## config.mk

```make
export PLATFORM = sky130hd
export DESIGN_NAME = alu_issue_ctrl
export DESIGN_NICKNAME = d
export VERILOG_FILES = /design/src/rtl/mips_pkg.sv /design/src/rtl/alu_decode.sv /design/src/rtl/alu_issue_ctrl.sv
export SDC_FILE = /design/constraint.sdc
export NUM_CORES = 1
export LEC_CHECK = 0
export ABC_AREA = 1
export BUFFER_PORTS_ARGS = -buffer_cell sky130_fd_sc_hd__buf_2
export CAP_MARGIN = 10
export CORE_MARGIN = 4
export CORE_UTILIZATION = 45
export DETAILED_ROUTE_END_ITERATION = 10
export PLACE_DENSITY = 0.82
export SKIP_LAST_GASP = 1
export SYNTH_ARGS = -nofsm -noshare
export SYNTH_HDL_FRONTEND = slang
export SYNTH_SLANG_ARGS = --single-unit
```

## constraint.sdc

```tcl
create_clock -name clk -period 2.15 [get_ports clk]
set_input_delay 0.43 -clock clk [delete_from_list [all_inputs] [get_ports clk]]
set_output_delay 0.43 -clock clk [all_outputs]
set_load 0.05 [all_outputs]
```

## src/rtl/mips_pkg.sv

```systemverilog
// Shared MIPS encodings: opcode/funct constants, ALU control codes and the
// decoded-control bundle handed from alu_decode to the ID/EX controller.
package mips_pkg;

  localparam logic [5:0] OP_RTYPE = 6'd0;
  localparam logic [5:0] OP_J     = 6'd2;
  localparam logic [5:0] OP_JAL   = 6'd3;
  localparam logic [5:0] OP_BEQ   = 6'd4;
  localparam logic [5:0] OP_BNE   = 6'd5;
  localparam logic [5:0] OP_ADDI  = 6'd8;
  localparam logic [5:0] OP_SLTI  = 6'd10;
  localparam logic [5:0] OP_ANDI  = 6'd12;
  localparam logic [5:0] OP_ORI   = 6'd13;
  localparam logic [5:0] OP_XORI  = 6'd14;
  localparam logic [5:0] OP_LUI   = 6'd15;
  localparam logic [5:0] OP_LB    = 6'd32;
  localparam logic [5:0] OP_LH    = 6'd33;
  localparam logic [5:0] OP_LW    = 6'd35;
  localparam logic [5:0] OP_SB    = 6'd40;
  localparam logic [5:0] OP_SH    = 6'd41;
  localparam logic [5:0] OP_SW    = 6'd43;

  localparam logic [5:0] FN_JR  = 6'd8;
  localparam logic [5:0] FN_ADD = 6'd32;
  localparam logic [5:0] FN_SUB = 6'd34;
  localparam logic [5:0] FN_AND = 6'd36;
  localparam logic [5:0] FN_OR  = 6'd37;
  localparam logic [5:0] FN_XOR = 6'd38;
  localparam logic [5:0] FN_NOR = 6'd39;
  localparam logic [5:0] FN_SLT = 6'd42;

  localparam logic [3:0] ALU_AND = 4'b0000;
  localparam logic [3:0] ALU_OR  = 4'b0001;
  localparam logic [3:0] ALU_ADD = 4'b0010;
  localparam logic [3:0] ALU_SUB = 4'b0110;
  localparam logic [3:0] ALU_SLT = 4'b0111;
  localparam logic [3:0] ALU_NOR = 4'b1100;
  localparam logic [3:0] ALU_XOR = 4'b1101;

  typedef enum logic [1:0] {
    EXT_SIGN = 2'd0,
    EXT_ZERO = 2'd1,
    EXT_LUI  = 2'd2
  } ext_mode_e;

  typedef struct packed {
    logic [3:0] alu_control;
    logic       reg_write;
    logic       mem_read;
    logic       mem_write;
    logic       branch;
    logic       bne;
    logic       use_imm;   // B operand is the extended immediate
    logic       dest_rd;   // write-back register is rd rather than rt
    logic       uses_rt;   // rt is read as a source (hazard relevant)
    ext_mode_e  ext;
    logic       illegal;
    logic       jump;      // j/jal: valid slot with no EX work
  } dec_ctrl_t;

endpackage

```

## src/rtl/alu_decode.sv

```systemverilog
// Combinational opcode/funct decoder producing the EX control bundle.
module alu_decode
  import mips_pkg::*;
(
  input  logic [5:0] opcode,
  input  logic [5:0] funct,
  output dec_ctrl_t  ctrl
);

  always_comb begin
    ctrl = '0;
    ctrl.ext = EXT_SIGN;
    case (opcode)
      OP_RTYPE: begin
        ctrl.dest_rd = 1'b1;
        case (funct)
          FN_ADD, FN_SUB, FN_AND, FN_OR, FN_XOR, FN_NOR, FN_SLT: begin
            ctrl.reg_write = 1'b1;
            ctrl.uses_rt   = 1'b1;
            case (funct)
              FN_ADD:  ctrl.alu_control = ALU_ADD;
              FN_SUB:  ctrl.alu_control = ALU_SUB;
              FN_AND:  ctrl.alu_control = ALU_AND;
              FN_OR:   ctrl.alu_control = ALU_OR;
              FN_XOR:  ctrl.alu_control = ALU_XOR;
              FN_NOR:  ctrl.alu_control = ALU_NOR;
              default: ctrl.alu_control = ALU_SLT;
            endcase
          end
          FN_JR:   ctrl.alu_control = ALU_ADD;
          default: ctrl.illegal = 1'b1;
        endcase
      end
      OP_ADDI, OP_SLTI, OP_ANDI, OP_ORI, OP_XORI, OP_LUI: begin
        ctrl.use_imm   = 1'b1;
        ctrl.reg_write = 1'b1;
        case (opcode)
          OP_ADDI: ctrl.alu_control = ALU_ADD;
          OP_SLTI: ctrl.alu_control = ALU_SLT;
          OP_ANDI: begin ctrl.alu_control = ALU_AND; ctrl.ext = EXT_ZERO; end
          OP_ORI:  begin ctrl.alu_control = ALU_OR;  ctrl.ext = EXT_ZERO; end
          OP_XORI: begin ctrl.alu_control = ALU_XOR; ctrl.ext = EXT_ZERO; end
          default: begin ctrl.alu_control = ALU_ADD; ctrl.ext = EXT_LUI;  end
        endcase
      end
      OP_LB, OP_LH, OP_LW: begin
        ctrl.alu_control = ALU_ADD;
        ctrl.use_imm     = 1'b1;
        ctrl.mem_read    = 1'b1;
        ctrl.reg_write   = 1'b1;
      end
      OP_SB, OP_SH, OP_SW: begin
        ctrl.alu_control = ALU_ADD;
        ctrl.use_imm     = 1'b1;
        ctrl.mem_write   = 1'b1;
        ctrl.uses_rt     = 1'b1;   // store data comes from rt
      end
      OP_BEQ, OP_BNE: begin
        ctrl.alu_control = ALU_SUB;
        ctrl.branch      = 1'b1;
        ctrl.bne         = (opcode == OP_BNE);
        ctrl.uses_rt     = 1'b1;
      end
      OP_J, OP_JAL: ctrl.jump = 1'b1;
      default:      ctrl.illegal = 1'b1;
    endcase
  end

endmodule

```

## src/rtl/alu_issue_ctrl.sv

```systemverilog
// ID/EX controller: decode, ID/EX pipeline register, load-use stall, flush,
// and EX-stage operand forwarding from MEM/WB.
module alu_issue_ctrl
  import mips_pkg::*;
#(
  parameter int XLEN  = 32,
  parameter int RADDR = 5
) (
  input  logic             clk,
  input  logic             rst,
  input  logic             id_valid,
  input  logic [5:0]       id_opcode,
  input  logic [5:0]       id_funct,
  input  logic [RADDR-1:0] id_rs,
  input  logic [RADDR-1:0] id_rt,
  input  logic [RADDR-1:0] id_rd,
  input  logic [XLEN-1:0]  id_rs_data,
  input  logic [XLEN-1:0]  id_rt_data,
  input  logic [15:0]      id_imm,
  input  logic             flush,
  input  logic             mem_reg_write,
  input  logic             wb_reg_write,
  input  logic [RADDR-1:0] mem_dest,
  input  logic [RADDR-1:0] wb_dest,
  input  logic [XLEN-1:0]  mem_result,
  input  logic [XLEN-1:0]  wb_result,
  output logic             stall_id,
  output logic             ex_valid,
  output logic [3:0]       ex_alu_control,
  output logic [XLEN-1:0]  ex_op_a,
  output logic [XLEN-1:0]  ex_op_b,
  output logic [XLEN-1:0]  ex_store_data,
  output logic [RADDR-1:0] ex_dest,
  output logic             ex_reg_write,
  output logic             ex_mem_read,
  output logic             ex_mem_write,
  output logic             ex_branch,
  output logic             ex_bne,
  output logic             ex_illegal
);

  dec_ctrl_t dc;

  alu_decode u_dec (
    .opcode (id_opcode),
    .funct  (id_funct),
    .ctrl   (dc)
  );

  logic [RADDR-1:0] id_dest;
  logic             id_reg_write;
  logic [XLEN-1:0]  id_imm_ext;
  logic             hazard;
  logic             load_id;

  assign id_dest      = dc.dest_rd ? id_rd : id_rt;
  assign id_reg_write = dc.reg_write && (id_dest != '0);

  always_comb begin
    id_imm_ext = {{(XLEN-16){id_imm[15]}}, id_imm};
    case (dc.ext)
      EXT_ZERO: id_imm_ext = {{(XLEN-16){1'b0}}, id_imm};
      EXT_LUI:  id_imm_ext = XLEN'({id_imm, 16'h0000});
      default:  id_imm_ext = {{(XLEN-16){id_imm[15]}}, id_imm};
    endcase
  end

  // ex_dest is zeroed for non-writing slots, so a load to r0 never stalls.
  assign hazard   = ex_valid && ex_mem_read && (ex_dest != '0) &&
                    ((ex_dest == id_rs) || ((ex_dest == id_rt) && dc.uses_rt));
  assign stall_id = id_valid && hazard && !flush;
  assign load_id  = id_valid && !flush && !stall_id;

  // Operand state kept for EX-stage forwarding.
  logic [RADDR-1:0] ex_rs, ex_rt;
  logic [XLEN-1:0]  ex_rs_data, ex_rt_data, ex_imm;
  logic             ex_use_imm, ex_a_zero;

  always_ff @(posedge clk) begin
    if (rst) begin
      ex_valid       <= 1'b0;
      ex_alu_control <= '0;
      ex_dest        <= '0;
      ex_reg_write   <= 1'b0;
      ex_mem_read    <= 1'b0;
      ex_mem_write   <= 1'b0;
      ex_branch      <= 1'b0;
      ex_bne         <= 1'b0;
      ex_illegal     <= 1'b0;
      ex_rs          <= '0;
      ex_rt          <= '0;
      ex_rs_data     <= '0;
      ex_rt_data     <= '0;
      ex_imm         <= '0;
      ex_use_imm     <= 1'b0;
      ex_a_zero      <= 1'b0;
    end else begin
      // Bubble by default; overridden below when an instruction is accepted.
      ex_valid       <= 1'b0;
      ex_alu_control <= '0;
      ex_dest        <= '0;
      ex_reg_write   <= 1'b0;
      ex_mem_read    <= 1'b0;
      ex_mem_write   <= 1'b0;
      ex_branch      <= 1'b0;
      ex_bne         <= 1'b0;
      ex_illegal     <= 1'b0;
      ex_rs          <= '0;
      ex_rt          <= '0;
      ex_rs_data     <= '0;
      ex_rt_data     <= '0;
      ex_imm         <= '0;
      ex_use_imm     <= 1'b0;
      ex_a_zero      <= 1'b0;
      if (load_id) begin
        if (dc.illegal) begin
          ex_illegal <= 1'b1;
        end else if (dc.jump) begin
          ex_valid <= 1'b1;
        end else begin
          ex_valid       <= 1'b1;
          ex_alu_control <= dc.alu_control;
          ex_reg_write   <= id_reg_write;
          ex_dest        <= id_reg_write ? id_dest : '0;
          ex_mem_read    <= dc.mem_read;
          ex_mem_write   <= dc.mem_write;
          ex_branch      <= dc.branch;
          ex_bne         <= dc.bne;
          ex_rs          <= id_rs;
          ex_rt          <= id_rt;
          ex_rs_data     <= id_rs_data;
          ex_rt_data     <= id_rt_data;
          ex_imm         <= id_imm_ext;
          ex_use_imm     <= dc.use_imm;
          ex_a_zero      <= (dc.ext == EXT_LUI) && dc.use_imm;
        end
      end
    end
  end

  // MEM beats WB; r0 and non-writing stages never forward.
  logic [XLEN-1:0] fwd_rs, fwd_rt;

  always_comb begin
    fwd_rs = ex_rs_data;
    if (ex_rs != '0 && mem_reg_write && mem_dest == ex_rs)
      fwd_rs = mem_result;
    else if (ex_rs != '0 && wb_reg_write && wb_dest == ex_rs)
      fwd_rs = wb_result;
  end

  always_comb begin
    fwd_rt = ex_rt_data;
    if (ex_rt != '0 && mem_reg_write && mem_dest == ex_rt)
      fwd_rt = mem_result;
    else if (ex_rt != '0 && wb_reg_write && wb_dest == ex_rt)
      fwd_rt = wb_result;
  end

  assign ex_op_a       = ex_a_zero  ? '0     : fwd_rs;
  assign ex_op_b       = ex_use_imm ? ex_imm : fwd_rt;
  assign ex_store_data = fwd_rt;

endmodule

```

==> results.py <==
metrics = {
    "power": {
        "leakagePower_uw": 0.005803,
        "p_sw_uw": 1633,
        "power-per-cell-area_nw_per_um2": 515.3,
        "p_comb_share_pct": 14.0,
        "ir_drop_v": 0.0005554,
        "switching_share_pct": 26.45,
        "p_int_uw": 4540,
        "power_frac_seq_pct": 37.8,
        "clock_power_share_pct": 48.2,
    },
    "worst_setup_path": {
        "end_kind": "output port",
        "cp_max_fo": 6,
        "crit_start": "ex_rs[0]$_SDFF_PP0_",
        "arrival_ps": 2330,
        "r2r-end": "ex_rt_data[11]$_SDFF_PP0_",
        "crit_type": "reg -> out",
        "start_kind": "flip-flop",
        "cp.required_ps": 1720,
        "crit_family": "buffers and inverters",
        "slowest_delay_ps": 320,
        "rr_worst_depth": 9,
        "path_cells": "buf_6, xor2_4, a211oi_4, buf_6, buf_12, nand3_1, nand3_1, nand3_1, clkinvlp_4, buf_4",
        "r2r_start": "ex_dest[3]$_SDFF_PP0_",
        "cp-endpoint": "ex_op_a[30]",
        "crit_top_cell": "nand3_1",
        "crit_slowest_cell": "dfxtp_2",
        "r2r_setup_slack_ps": 340,
        "cp_num_cells": 10,
        "path_buf_inv": 5,
    },
    "synthesis": {
        "yosys_warnings": 0,
        "ys_seq_elements": 124,
        "synthCells": 1031,
        "yosys.area.top_type": "dfxtp_1",
        "yosysTopAreaCellShare_pct": 36.66,
        "syn_nets": 1218,
        "yosysMostFrequentCell": "nand3_1",
        "synth_area_leaders": "dfxtp_1, nand3_1, nand2_1, inv_1, nor2_1",
        "async_reset_ff_share_pct": 0,
        "syn-cell-area_sq_um": 6771,
        "ys_top_cells_by_count": "nand3_1, nand2_1, inv_1",
        "avgSynthCellArea_sq_um": 6.568,
        "synth-main-ff-cell": "dfxtp_1",
        "ys_seq_area_share_pct": 36.66,
        "yosysUniqueCellTypes": 32,
        "synth_edf_count": 0,
    },
    "routing": {
        "ant_nets": 0,
        "drt-pass1-iter-count": 6,
        "drtIter0Drc": 827,
        "vias": 8932,
        "wirelength_mm": 32.84,
        "drcViolationCount": 0,
        "routedWlPerCell_um": 21.01,
        "via_per_inst": 5.715,
    },
    "sta": {
        "finalCriticalPeriod_ps": 2759,
        "maxSlewViolCount": 0,
        "setup_slack_ps": -609.1,
        "grt_setup_unrepaired": "true",
        "hold_violations": 0,
        "setup_viol": 96,
        "relSlewSlack_pct": 60.11,
        "timing.final.crit_share_pct": 128.3,
        "fmax_mhz": 362.4,
        "worst_slew_pin_slew_ps": 596.9,
        "clock_skew_ps": 8.102,
    },
    "global_route": {
        "grt_pass1_wl_mm": 38.29,
        "grt_pass1_vias": 7562,
        "grt_max_degree": 59,
        "antenna_found_initial": 4,
        "grt_overflow": 0,
        "grtUsageTotal_pct": 29.05,
    },
    "layout": {
        "syn_to_final_growth_pct": 76.90,
        "final_cells": 1563,
        "nFillCells": 874,
        "fin_util_pct": 81.80,
        "drive_gt1_share_pct": 51.71,
        "nets": 1551,
    },
    "floorplanning": {
        "fp-row-count": 44,
        "io_pins": 300,
        "die_w_um": 130.7,
        "die_y_um": 130.7,
        "start_util_pct": 46.24,
        "die_area_sq_um": 17070,
        "coreArea_sq_um": 14640,
    },
    "run_status": {
        "status": "finished with violations",
        "violations": "negative setup slack",
    },
    "cts": {
        "cts.clk_slew.worst_paths_ps": 60,
        "clock_latency_ps": 420,
        "clock-sinks": 124,
        "cts_tree": "yes",
        "cts-root-buf": "clkbuf_16",
        "numCtsBuffers": 17,
        "htree_num_levels": 4,
        "clockBufferDepth": 2,
    },
    "worst_hold_path": {
        "hold_class": "in -> reg",
        "min_from": "id_rt_data[6]",
    },
    "placement": {
        "io_buffer_count": 299,
        "gp_congestion": 0.9563,
        "pre_cts_slack_ps": -368.1,
        "hpwl_mm": 19.13,
        "dp_cells": 1510,
    },
    "job": {
        "maxCapViolations": 0,
    },
}
[power groups by stage]
stage,Clock [uW],Sequential (uW),Combinational (uW)
after global placement,0,2390,671
after detailed placement,0,2390,675
after CTS,2970,2340,714
after global routing,3080,2340,906
after floorplan,0,2390,331
final,2980,2330,863
[per-stage QoR]
step	hold WS (ps)	instance area (sq um)	setup TNS [ps]	total power [uW]
after global routing	211.1	11980	-53660	6321
final	221.2	11980	-45750	6173
after floorplan	542.2	7002	-910.3	2721
after global placement	645.1	9074	-21930	3056
after CTS	212.5	10170	-44860	6017
after detailed placement	649.3	9074	-25780	3060
[routing by layer]
layer / global-route usage, % / vias up / part of all wire [%]
li1: - / 3923 / -
met1: 34.02 / 4070 / 34
met2: 49.59 / 720 / 49
met3: 7.236 / 215 / 11
met4: 14.22 / 4 / 7.0
met5: 0 / - / 0.070
[registers in the layout, summed over array words and instances (netlist names)]
register	flops
ex_a_zero	1
ex_alu_control	4
ex_bne	1
ex_branch	1
ex_dest	5
ex_illegal	1
ex_imm	32
ex_mem_read	1
ex_mem_write	1
ex_reg_write	1
ex_rs	5
ex_rs_data	32
ex_rt	5
ex_rt_data	32
ex_use_imm	1
ex_valid	1
[placed cells by master, fill, tap and decap left out, types with 3 or more instances in the layout]
cell | Yosys | layout
xnor2_2 | 0 | 4
clkinv_2 | 0 | 3
dfxtp_4 | 0 | 3
nand3b_1 | 33 | 33
nor2_1 | 119 | 116
clkbuf_16 | 0 | 26
dfxtp_2 | 0 | 7
and2_4 | 0 | 32
buf_6 | 8 | 30
nand2_4 | 0 | 4
buf_8 | 0 | 71
o21ai_0 | 13 | 12
buf_4 | 1 | 44
nor3_2 | 2 | 3
clkinvlp_4 | 0 | 35
nand3_1 | 212 | 101
buf_12 | 0 | 17
nor3_1 | 14 | 11
inv_1 | 137 | 100
buf_2 | 7 | 202
xnor2_1 | 9 | 5
nand3_4 | 0 | 31
dfxtp_1 | 124 | 114
nor2_2 | 2 | 4
bufinv_16 | 0 | 3
a21oi_1 | 23 | 22
or2_2 | 34 | 34
xor2_1 | 8 | 6
nand2_2 | 0 | 49
inv_2 | 0 | 7
nand3_2 | 2 | 82
nand2_1 | 193 | 139
[cell type report]
cell class	count	area [sq um]	area share [%]
clock inverter	14	168.9	1.410
antenna	2	5.005	0.04178
sequential	124	2502	20.89
timing repair buffer	374	3338	27.87
inverter	137	626.9	5.233
tap	184	230.2	1.922
multi-input combinational	710	4668	38.97
clock buffer	18	439.2	3.666
[worst min-delay path by stage]
stage,end,slack [ps],cells after the start
after floorplan,ex_rs[0]$_SDFF_PP0_,540,2
after global placement,ex_rs_data[21]$_SDFF_PP0_,650,3
after detailed placement,ex_rt_data[30]$_SDFF_PP0_,650,3
after CTS,ex_rs_data[16]$_SDFF_PP0_,210,3
after global routing,ex_rs_data[24]$_SDFF_PP0_,210,3
final,ex_rt_data[6]$_SDFF_PP0_,220,3
[kinds of logic after synthesis]
family,Yosys count,share of synthesized area (%)
xor+xnor,17,2.199
compound gates,45,3.899
flops,124,36.66
buf+inv,197,11.99
simple gates,648,45.25
[repair_timing]
action / 4_1_cts / 5_1_grt
resized for setup: 129 / 432
setup endpoints to repair: 97 / 97
pin swaps: 5 / 120
cloned: 2 / 12
endpoints found under the hold margin: 0 / 0
hold buffers: 0 / 0
buffers inserted: 3 / 4
[worst register-to-register path, cell delays in order (launching register included)]
cell and delay [ps]:
dfxtp_4 360, or2_2 300, a21oi_2 140, nand3_2 90, nand2_2 90, nand2_4 60
buf_4 140, nand4_4 150, buf_12 250, nor2_1 110
Power figures use the tool's default switching activity.
